[src/rtl/alu_core_if.sv]
// Bus bundle for alu_core: operand/command inputs, registered result and flags,
// plus the FSM state for observation.
//
// Input qualification: inp_valid[0] marks opa as valid and inp_valid[1] marks
// opb as valid in the cycle they are sampled; there is no back-pressure, so a
// valid operand is consumed on the edge it is presented (when ce=1), except in
// MUL_S1/MUL_S2 where all inputs are ignored.
interface alu_core_if #(
  parameter int DWIDTH = 8,
  parameter int CWIDTH = 4
);
  logic                ce;
  logic                mode;
  logic                cin;
  logic [CWIDTH-1:0]   cmd;
  logic [1:0]          inp_valid;
  logic [DWIDTH-1:0]   opa;
  logic [DWIDTH-1:0]   opb;
  logic [DWIDTH+1:0]   res;
  logic                cout;
  logic                oflow;
  logic                g;
  logic                e;
  logic                l;
  logic                err;
  logic [1:0]          fsm_state;

  modport master (
    output ce, mode, cin, cmd, inp_valid, opa, opb,
    input  res, cout, oflow, g, e, l, err, fsm_state
  );

  modport slave (
    input  ce, mode, cin, cmd, inp_valid, opa, opb,
    output res, cout, oflow, g, e, l, err, fsm_state
  );
endinterface

[src/rtl/alu_core.sv]
// Registered ALU with an operand-collection FSM and a two-stage multiply path.
// All results and flags update together; flags not produced by an op read 0.
// Rotate amounts use the low $clog2(DWIDTH) bits of opb, so DWIDTH must be >= 2.
module alu_core #(
  parameter int DWIDTH = 8,
  parameter int CWIDTH = 4
) (
  input logic       clk,
  input logic       rst,
  alu_core_if.slave bus
);
  localparam int RW = DWIDTH + 2;
  localparam int SW = $clog2(DWIDTH);
  localparam logic [DWIDTH:0] ONE_X = 1;

  typedef enum logic [1:0] {IDLE, WAIT_OPND, MUL_S1, MUL_S2} state_t;

  typedef struct packed {
    logic [RW-1:0] res;
    logic          cout;
    logic          oflow;
    logic          g;
    logic          e;
    logic          l;
    logic          err;
  } out_t;

  state_t            state_q, state_n;
  logic [3:0]        timer_q, timer_n;
  logic [DWIDTH-1:0] lat_a_q, lat_a_n, lat_b_q, lat_b_n;
  logic [1:0]        lat_have_q, lat_have_n;
  logic [CWIDTH-1:0] lat_cmd_q, lat_cmd_n;
  logic              lat_mode_q, lat_mode_n;
  logic [DWIDTH:0]   mul_x_q, mul_x_n, mul_y_q, mul_y_n;
  out_t              out_q, out_n;
  logic [1:0]        need, arrive;
  logic [DWIDTH-1:0] a_sel, b_sel;
  logic [RW-1:0]     prod;

  // Operand requirement per command: 11 two-operand, 01 A only, 10 B only,
  // 00 undefined command (executes on any valid bit and reports err).
  function automatic logic [1:0] need_mask(input logic m, input logic [CWIDTH-1:0] c);
    logic [1:0] r;
    r = 2'b00;
    if (m) begin
      case (int'(c))
        0, 1, 2, 3, 8, 9, 10: r = 2'b11;
        4, 5:                 r = 2'b01;
        6, 7:                 r = 2'b10;
        default:              r = 2'b00;
      endcase
    end else begin
      case (int'(c))
        0, 1, 2, 3, 4, 5, 12, 13: r = 2'b11;
        6, 8, 9:                  r = 2'b01;
        7, 10, 11:                r = 2'b10;
        default:                  r = 2'b00;
      endcase
    end
    return r;
  endfunction

  function automatic logic is_mul(input logic m, input logic [CWIDTH-1:0] c);
    return m && (int'(c) == 9 || int'(c) == 10);
  endfunction

  // Single-cycle result for every non-multiply command.
  function automatic out_t compute(input logic m, input logic [CWIDTH-1:0] c, input logic ci,
                                   input logic [DWIDTH-1:0] a, input logic [DWIDTH-1:0] b);
    out_t                o;
    logic [RW-1:0]       ae, be, t;
    logic [DWIDTH-1:0]   lr;
    logic [2*DWIDTH-1:0] rot;
    logic [SW-1:0]       sh;
    o   = '0;
    ae  = RW'(a);
    be  = RW'(b);
    t   = '0;
    lr  = '0;
    rot = '0;
    sh  = b[SW-1:0];
    if (m) begin
      case (int'(c))
        0: begin t = ae + be;              o.res = t; o.cout  = t[DWIDTH]; end
        1: begin t = ae - be;              o.res = t; o.oflow = t[RW-1];   end
        2: begin t = ae + be + RW'(ci);    o.res = t; o.cout  = t[DWIDTH]; end
        3: begin t = ae - be - RW'(ci);    o.res = t; o.oflow = t[RW-1];   end
        4: begin t = ae + RW'(1);          o.res = t; o.cout  = t[DWIDTH]; end
        5: begin t = ae - RW'(1);          o.res = t; o.oflow = t[RW-1];   end
        6: begin t = be + RW'(1);          o.res = t; o.cout  = t[DWIDTH]; end
        7: begin t = be - RW'(1);          o.res = t; o.oflow = t[RW-1];   end
        8: begin o.g = (a > b); o.e = (a == b); o.l = (a < b); end
        default: o.err = 1'b1;
      endcase
    end else begin
      case (int'(c))
        0:  lr = a & b;
        1:  lr = ~(a & b);
        2:  lr = a | b;
        3:  lr = ~(a | b);
        4:  lr = a ^ b;
        5:  lr = ~(a ^ b);
        6:  lr = ~a;
        7:  lr = ~b;
        8:  lr = a >> 1;
        9:  lr = a << 1;
        10: lr = b >> 1;
        11: lr = b << 1;
        12: begin rot = {a, a} << sh; lr = rot[2*DWIDTH-1:DWIDTH]; o.err = ((b >> SW) != '0); end
        13: begin rot = {a, a} >> sh; lr = rot[DWIDTH-1:0];        o.err = ((b >> SW) != '0); end
        default: o.err = 1'b1;
      endcase
      o.res = RW'(lr);
    end
    return o;
  endfunction

  assign prod = RW'(mul_x_q) * RW'(mul_y_q);

  // Next-state, operand latching and result selection.
  always_comb begin
    state_n    = state_q;
    timer_n    = timer_q;
    lat_a_n    = lat_a_q;
    lat_b_n    = lat_b_q;
    lat_have_n = lat_have_q;
    lat_cmd_n  = lat_cmd_q;
    lat_mode_n = lat_mode_q;
    mul_x_n    = mul_x_q;
    mul_y_n    = mul_y_q;
    out_n      = out_q;
    need       = need_mask(bus.mode, bus.cmd);
    arrive     = bus.inp_valid & ~lat_have_q;
    a_sel      = lat_have_q[0] ? lat_a_q : bus.opa;
    b_sel      = lat_have_q[1] ? lat_b_q : bus.opb;
    case (state_q)
      IDLE: begin
        if (bus.inp_valid != 2'b00) begin
          if (need == 2'b11) begin
            if (bus.inp_valid == 2'b11) begin
              if (is_mul(bus.mode, bus.cmd)) begin
                lat_a_n   = bus.opa;
                lat_b_n   = bus.opb;
                lat_cmd_n = bus.cmd;
                state_n   = MUL_S1;
              end else begin
                out_n = compute(bus.mode, bus.cmd, bus.cin, bus.opa, bus.opb);
              end
            end else begin
              lat_a_n    = bus.opa;
              lat_b_n    = bus.opb;
              lat_have_n = bus.inp_valid;
              lat_cmd_n  = bus.cmd;
              lat_mode_n = bus.mode;
              timer_n    = 4'd0;
              state_n    = WAIT_OPND;
            end
          end else if (need == 2'b00 || (need & bus.inp_valid) != 2'b00) begin
            out_n = compute(bus.mode, bus.cmd, bus.cin, bus.opa, bus.opb);
          end
        end
      end
      WAIT_OPND: begin
        if (arrive != 2'b00) begin
          if (is_mul(lat_mode_q, lat_cmd_q)) begin
            lat_a_n = a_sel;
            lat_b_n = b_sel;
            state_n = MUL_S1;
          end else begin
            out_n   = compute(lat_mode_q, lat_cmd_q, bus.cin, a_sel, b_sel);
            state_n = IDLE;
          end
        end else if (timer_q == 4'd15) begin
          out_n     = '0;
          out_n.err = 1'b1;
          state_n   = IDLE;
        end else begin
          timer_n = timer_q + 4'd1;
        end
      end
      MUL_S1: begin
        if (int'(lat_cmd_q) == 9) begin
          mul_x_n = {1'b0, lat_a_q} + ONE_X;
          mul_y_n = {1'b0, lat_b_q} + ONE_X;
        end else begin
          mul_x_n = {lat_a_q, 1'b0};
          mul_y_n = {1'b0, lat_b_q};
        end
        state_n = MUL_S2;
      end
      MUL_S2: begin
        out_n     = '0;
        out_n.res = prod;
        state_n   = IDLE;
      end
      default: state_n = IDLE;
    endcase
  end

  // State and output registers; reset wins over the clock enable.
  always_ff @(posedge clk) begin
    if (rst) begin
      state_q    <= IDLE;
      timer_q    <= '0;
      lat_a_q    <= '0;
      lat_b_q    <= '0;
      lat_have_q <= '0;
      lat_cmd_q  <= '0;
      lat_mode_q <= 1'b0;
      mul_x_q    <= '0;
      mul_y_q    <= '0;
      out_q      <= '0;
    end else if (bus.ce) begin
      state_q    <= state_n;
      timer_q    <= timer_n;
      lat_a_q    <= lat_a_n;
      lat_b_q    <= lat_b_n;
      lat_have_q <= lat_have_n;
      lat_cmd_q  <= lat_cmd_n;
      lat_mode_q <= lat_mode_n;
      mul_x_q    <= mul_x_n;
      mul_y_q    <= mul_y_n;
      out_q      <= out_n;
    end
  end

  assign bus.res       = out_q.res;
  assign bus.cout      = out_q.cout;
  assign bus.oflow     = out_q.oflow;
  assign bus.g         = out_q.g;
  assign bus.e         = out_q.e;
  assign bus.l         = out_q.l;
  assign bus.err       = out_q.err;
  assign bus.fsm_state = state_q;
endmodule

[src/flat_wrapper.sv]
// flat-port wrapper written by rule: the top's interface ports become plain ports
module alu_core_flat 
#(
  parameter int DWIDTH = 8,
  parameter int CWIDTH = 4
)
  (clk, rst, bus_ce, bus_mode, bus_cin, bus_cmd, bus_inp_valid, bus_opa, bus_opb, bus_res, bus_cout, bus_oflow, bus_g, bus_e, bus_l, bus_err, bus_fsm_state);
  alu_core_if #(.DWIDTH(DWIDTH), .CWIDTH(CWIDTH)) bus_i ();
  input logic clk;
  input logic rst;
  input wire logic [$bits(bus_i.ce)-1:0] bus_ce;
  input wire logic [$bits(bus_i.mode)-1:0] bus_mode;
  input wire logic [$bits(bus_i.cin)-1:0] bus_cin;
  input wire logic [$bits(bus_i.cmd)-1:0] bus_cmd;
  input wire logic [$bits(bus_i.inp_valid)-1:0] bus_inp_valid;
  input wire logic [$bits(bus_i.opa)-1:0] bus_opa;
  input wire logic [$bits(bus_i.opb)-1:0] bus_opb;
  output wire logic [$bits(bus_i.res)-1:0] bus_res;
  output wire logic [$bits(bus_i.cout)-1:0] bus_cout;
  output wire logic [$bits(bus_i.oflow)-1:0] bus_oflow;
  output wire logic [$bits(bus_i.g)-1:0] bus_g;
  output wire logic [$bits(bus_i.e)-1:0] bus_e;
  output wire logic [$bits(bus_i.l)-1:0] bus_l;
  output wire logic [$bits(bus_i.err)-1:0] bus_err;
  output wire logic [$bits(bus_i.fsm_state)-1:0] bus_fsm_state;
  assign bus_i.ce = bus_ce;
  assign bus_i.mode = bus_mode;
  assign bus_i.cin = bus_cin;
  assign bus_i.cmd = bus_cmd;
  assign bus_i.inp_valid = bus_inp_valid;
  assign bus_i.opa = bus_opa;
  assign bus_i.opb = bus_opb;
  assign bus_res = bus_i.res;
  assign bus_cout = bus_i.cout;
  assign bus_oflow = bus_i.oflow;
  assign bus_g = bus_i.g;
  assign bus_e = bus_i.e;
  assign bus_l = bus_i.l;
  assign bus_err = bus_i.err;
  assign bus_fsm_state = bus_i.fsm_state;
  alu_core #(.DWIDTH(DWIDTH), .CWIDTH(CWIDTH)) u_core (.clk(clk), .rst(rst), .bus(bus_i));
endmodule
[config.mk]
export PLATFORM = sky130hd
export DESIGN_NAME = alu_core_flat
export DESIGN_NICKNAME = d
export VERILOG_FILES = /design/src/rtl/alu_core_if.sv /design/src/rtl/alu_core.sv /design/src/flat_wrapper.sv
export SDC_FILE = /design/constraint.sdc
export NUM_CORES = 1
export LEC_CHECK = 0
export ABC_AREA = 1
export CORE_ASPECT_RATIO = 1.75
export CORE_MARGIN = 5
export CORE_UTILIZATION = 45
export CTS_CLUSTER_DIAMETER = 50
export DETAILED_ROUTE_END_ITERATION = 7
export PLACE_DENSITY = 0.63
export SETUP_SLACK_MARGIN = 0.3
export SLEW_MARGIN = 20
export SYNTH_ARGS = -nofsm -noshare
export SYNTH_HDL_FRONTEND = slang
export SYNTH_SLANG_ARGS = --single-unit
[constraint.sdc]
create_clock -name clk -period 5.65 [get_ports clk]
set_input_delay 1.13 -clock clk [delete_from_list [all_inputs] [get_ports clk]]
set_output_delay 1.13 -clock clk [all_outputs]
set_load 0.02 [all_outputs]
# == Word-level counts from Yosys, hierarchy flattened ==
# Memory sizes are Yosys's and may differ from the RTL's.
# Cells that the tools add are included.
# classes
magnitude_cmp,4
eq_ne,52
add_sub_neg,19
mux,64
shift,4
bitwise,20
mul,1
n_reduce_logical,29
# ops
cell,n
one-hot mux 8 bit (14 select lines),2
one-hot mux 10 bit (8 select lines),2
2-to-1 mux 16 bit,8
2-to-1 mux 8 bit,14
inverter 8 bit,10
"== test 4 bit, second input constant",17
"adder 8 x 1 -> 9 bit, second input constant",6
one-hot mux 16 bit (3 select lines),1
"subtractor 8 x 1 -> 9 bit, second input constant",4
"== test 4 x 3 -> 1 bit, second input constant",8
one-hot mux 8 bit (2 select lines),2
<< shifter 16 x 3 -> 16 bit,2
right shift 16 x 3 -> 8 bit,2
2-to-1 mux 4 bit,7
OR reduction 12 bit,2
adder 10 x 1 -> 10 bit,2
2-to-1 mux 10 bit,2
subtractor 10 x 1 -> 10 bit,2
adder 8 x 8 -> 9 bit,2
2-to-1 mux 9 bit,2
OR reduction 9 bit,2
subtractor 8 x 8 -> 9 bit,2
AND 8 bit,2
"== test 4 x 2 -> 1 bit, second input constant",4
other kinds (37),86
# word_totals
rom_bits,64
out_inout_bits,18
memories,2
ff_bits,63
wordCells,211
# memory_table
name,words,width,read_ports,rd_ports_with_merged_regs,write_ports,line,source
(name not given),16,2,1,0,0,alu_core.sv:46,case (int'(c))
(name not given),16,2,1,0,0,alu_core.sv:53,case (int'(c))

# == Logic depth before layout (Yosys ltp) ==
# logic_depth
depth_word,9
ltp_mapped,26
ltp_nobuf,23

# == Worst setup path before layout ==
# No wires, ideal clock.
# synth_timing
path_type,reg-to-reg
startpoint,register u_core.mul_y_q[0]
endpoint,register u_core.out_q (netlist bit u_core.bus.res[9])
synth_period_minus_slack_ps,3924
path_buffers,1
path_stages_with_launch,21
arrival_ps,3804
slack_ps,1726
t_required_ps,5531
setup_ps,119
path_cell_list,dfxtp_1 > clkbuf_1 > nand2_1 > fa_1 > inv_1 > fa_1 > inv_1 > fa_1 > fa_1 > inv_1 > ha_1 > nand2_1 > nand2_1 > a21oi_1 > or2_1 > nand2_1 > nand3b_1 > nand3_1 > nand2_1 > nand2_1 > a21oi_1
# synth_between
elab_chain_len,2
# synth_lines
item,line,source
"start, declared",alu_core.sv:34,"logic [DWIDTH:0] mul_x_q, mul_x_n, mul_y_q, mul_y_n;"
"start signal, assigned",alu_core.sv:222,mul_y_q <= mul_y_n;
multiplier 9 x 9 -> 10 bit,alu_core.sv:118,assign prod = RW'(mul_x_q) * RW'(mul_y_q);
one-hot mux 16 bit (3 select lines),alu_core.sv:136,case (state_q)
"end signal, assigned",alu_core.sv:223,out_q <= out_n;
"end, declared",alu_core.sv:35,"out_t out_q, out_n;"
# No other way between the ends.
# A chain may end at the register's enable or synchronous reset.

# == Worst setup path after layout ==
# layout_timing
startpoint,input bus_opa[0]
endpoint,register u_core.out_q (netlist bit u_core.bus.cout)
# layout_between
elab_chain_len,9
word_cells_on_any_way,19
# layout_lines
item,line,source
"start, declared",flat_wrapper.sv:16,input wire logic [$bits(bus_i.opa)-1:0] bus_opa;
adder 8 x 8 -> 9 bit,"alu_core.sv:84, alu_core.sv:86",
adder 10 x 1 -> 10 bit,alu_core.sv:86,2: begin t = ae + be + RW'(ci); o.res = t; o.cout = t[DWIDTH]; end
one-hot mux 1 bit (4 select lines),alu_core.sv:83,case (int'(c))
2-to-1 mux 5 bit,alu_core.sv:82,if (m) begin
2-to-1 mux 16 bit,alu_core.sv:141,"if (is_mul(bus.mode, bus.cmd)) begin"
2-to-1 mux 16 bit,alu_core.sv:140,if (bus.inp_valid == 2'b11) begin
2-to-1 mux 16 bit,alu_core.sv:139,if (need == 2'b11) begin
2-to-1 mux 16 bit,alu_core.sv:138,if (bus.inp_valid != 2'b00) begin
one-hot mux 16 bit (3 select lines) (*),alu_core.sv:136,
# Mark *: on every way between the ends. The rest lies on a longest branch, timed or not. The select of a mux whose other input is x is not followed.

==> flow_summary.ini <==
[setup_path]
crit_path_cell_trace = clkdlybuf4s50_1 > inv_2 > o21ai_4 > ha_1 > fa_1 > ha_1 > inv_1 > nor2_1 > nand3_1 > nor2_1 > nand2_1 > nor2_1 > nand3_1 > nand2_1 > o21ai_0 > o211ai_1 > nand2_1 > inv_1
arrival_ns = 5.16
r2r-start = u_core.mul_y_q[1]
crit_start = bus_opa[0]
slowest_delay_ns = 0.77
r2r-end = u_core.bus.res[9]
critical_path.endpoint = u_core.bus.cout
start_kind = input pin
cp-end-kind = register
cp_slowest_cell = clkdlybuf4s50_1
r2r_slack_ns = 1.23
critPathKind = in -> reg
critPathRequiredTime_ns = 5.89
rr_worst_depth = 19
critPathMaxFanout = 11

[cts]
cts_buffers = 9
path_clk_slew_ns = 0.06
cts-root-buf = clkbuf_16
cts.sinks = 63
clk_latency_ns = 0.34
clockBufferDepth = 2
cts_tree = yes
cts_resized = 0
cts_setup_buffers = 0
ctsHoldBuffers = 0
htreeDepth = 3

[floorplanning]
core_area_mm2 = 0.02703
dieArea_mm2 = 0.03071
top_level_ports = 45
die_x_um = 134.6
placement_rows = 80
fp.dieH_um = 228.1
start_util = 0.4525

[timing]
tightest_slew_ns = 1.200
drv_slew = 0
setup_viol = 0
hold_ws_ns = 0.4627
fin_crit_sh = 0.8714
slew_headroom = 0.1949
finClkSkew_ns = 0.004327
hold_violations = 0
max_freq_mhz = 203.1
setup-tns-final_ns = 0
min_period_ns = 4.923
worst_slack_ns = 0.7268
rsz0062_at_grt = false

[synthesis]
async_flop_share = 0
synth_nets = 2376
netlist_instances = 2231
ys_types = 51
seq_area_frac_synth = 0.1031
synth.area.top_cells = nand2_1 (22%), dfxtp_1 (10%), nand3_1 (9.7%)
synth_top_area_cell = nand2_1
synth_most_common_cell = nand2_1
synth-main-ff-cell = dfxtp_1
synth_area_mm2 = 0.01223
ys_top_cells_by_count = nand2_1 (709), inv_1 (256), nand3_1 (236), nor2_1 (207), o21ai_0 (158)
ys_ff_latch = 63
synth_edf_count = 0
yosysWarningCount = 0
synth_area_per_cell_um2 = 5.482
synth_top_area_frac = 0.2176

[grt]
grt_pass1_wl_mm = 93.78
grt_start_max_net_pins = 27
antenna_found_initial = 1
grt_use_total = 0.4018
overflow = 0
grt_pass1_vias = 15348

[status]
violations = design-rule violations
status = complete, but fails checks

[worst_hold_path]
hold_path_class = reg -> reg

[placed_design]
pre_cts_ws_ns = 0.5463
port_buffers = 44
hpwl_mm = 50.42
routabilityCongestion = 1.126

[detailed_routing]
num_vias = 15871
viasPerCell = 6.140
drt_wl_total_mm = 62.76
first_iter_violations = 1649
antenna_left = 0
drc = 7
wl_per_cell_um = 24.28
firstDrtPassIters = 8

[finish]
layout-drive-gt1-share = 0.05627
final_util = 0.4951
fillers = 2997
synthToLayoutAreaGrowth_pct = 9.412
nets = 2397
antennaDiodeCount = 0

[pwr]
p_switching_w = 0.001333
power_density_mw_per_mm2 = 188.4
p_clk_frac = 0.212
p_int_w = 0.001188
ir_worst_vdd_mv = 0.1421
seqPwrFrac = 0.209
p_leak_nw = 6.554
switching_share = 0.5287
comb_power_share = 0.579
p_total_w = 0.002521

[job]
max-cap-violations = 0
routing by layer:
layer  vias up  track usage  part of all wire
met3       382      0.06658             0.073
met2       912       0.6775              0.48
li1       7352            -                 -
met1      7223       0.4059              0.32
met5         -            0           0.00021
met4         2       0.3946              0.13
kinds of logic (layout without fill, tap and decap cells):
group,Yosys count,after routing,share of synthesized area
xor gates and xnor gates,22,22,0.01575
muxes,3,3,0.002455
DFF,63,63,0.1031
buffers and inverters,375,401,0.1234
adders and majority gates,118,118,0.1379
and+or+nand+nor,1269,1269,0.4363
AOI/OAI and AO/OA,381,381,0.1811
power by group through the flow:
| stage | registers (W) | clock network, W | logic (W) |
|---|---|---|---|
| global placement | 0.000534 | 0 | 0.00138 |
| global route | 0.000530 | 0.000558 | 0.00156 |
| finish | 0.000528 | 0.000534 | 0.00146 |
| CTS | 0.000525 | 0.000536 | 0.00139 |
| detailed placement | 0.000534 | 0 | 0.00139 |
| floorplan | 0.000525 | 0 | 0.000865 |
critical path, delay by kind of cell:
kind,cells,cell delay (ns)
buffers and inverters,4,1.17
adders and majority gates,3,1.14
AOI/OAI and AO/OA,3,0.99
and+or+nand+nor,8,0.69
worst min path at each step:
stage | from | slack [ns] | cells past startpoint | endpoint
CTS | u_core.bus.res[0] | 0.47 | 2 | u_core.bus.res[0]
global route | u_core.bus.res[0] | 0.48 | 2 | u_core.bus.res[0]
global placement | u_core.bus.res[0] | 0.46 | 2 | u_core.bus.res[0]
floorplan | u_core.mul_y_q[8] | 0.46 | 2 | u_core.mul_y_q[8]
finish | u_core.bus.res[0] | 0.46 | 2 | u_core.bus.res[0]
detailed placement | u_core.bus.res[0] | 0.46 | 2 | u_core.bus.res[0]
per-stage QoR:
step / cells / cell area (um2)
after floorplan: 2231 / 12230
after global placement: 2569 / 13100
after detailed placement: 2569 / 13100
after CTS: 2585 / 13380
after global routing: 2585 / 13380
final: 2585 / 13380
registers in the layout, summed over array words and instances, names as in the netlist:
| name | count |
|---|---|
| u_core.mul_x_q | 9 |
| u_core.lat_a_q | 8 |
| u_core.bus.e | 1 |
| u_core.bus.fsm_state | 2 |
| u_core.bus.g | 1 |
| u_core.timer_q | 4 |
| u_core.lat_cmd_q | 4 |
| u_core.lat_mode_q | 1 |
| u_core.lat_have_q | 2 |
| u_core.bus.oflow | 1 |
| u_core.bus.cout | 1 |
| u_core.mul_y_q | 9 |
| u_core.lat_b_q | 8 |
| u_core.bus.res | 10 |
| u_core.bus.err | 1 |
| u_core.bus.l | 1 |
layout make-up:
cell class | instances | area [um2] | share of cell area
clock buffer | 10 | 239.0 | 0.01786
clock inverter | 6 | 45.04 | 0.003366
inverter | 277 | 1042 | 0.07789
multi-input combinational | 1793 | 9463 | 0.7072
sequential | 63 | 1261 | 0.09425
tap | 328 | 410.4 | 0.03067
timing repair buffer | 108 | 920.9 | 0.06882
cell usage in the layout (no fill, tap or decap), types with 9 or more instances in the layout:
master and n:
ha_1 90, a21oi_1 99, clkdlybuf4s50_1 44, o2111ai_1 12, o22ai_1 24, a211oi_1 14
o21ai_0 158, fa_1 28, o211ai_1 25, nand2_1 709, nand4_1 43, inv_1 256
dfxtp_1 63, inv_2 16, buf_4 64, clkbuf_16 9, nor2_1 206, nand3_1 236
xor2_1 14, nor3_1 33, o21ai_1 9
Note: power is estimated with default switching activity, not from simulation.
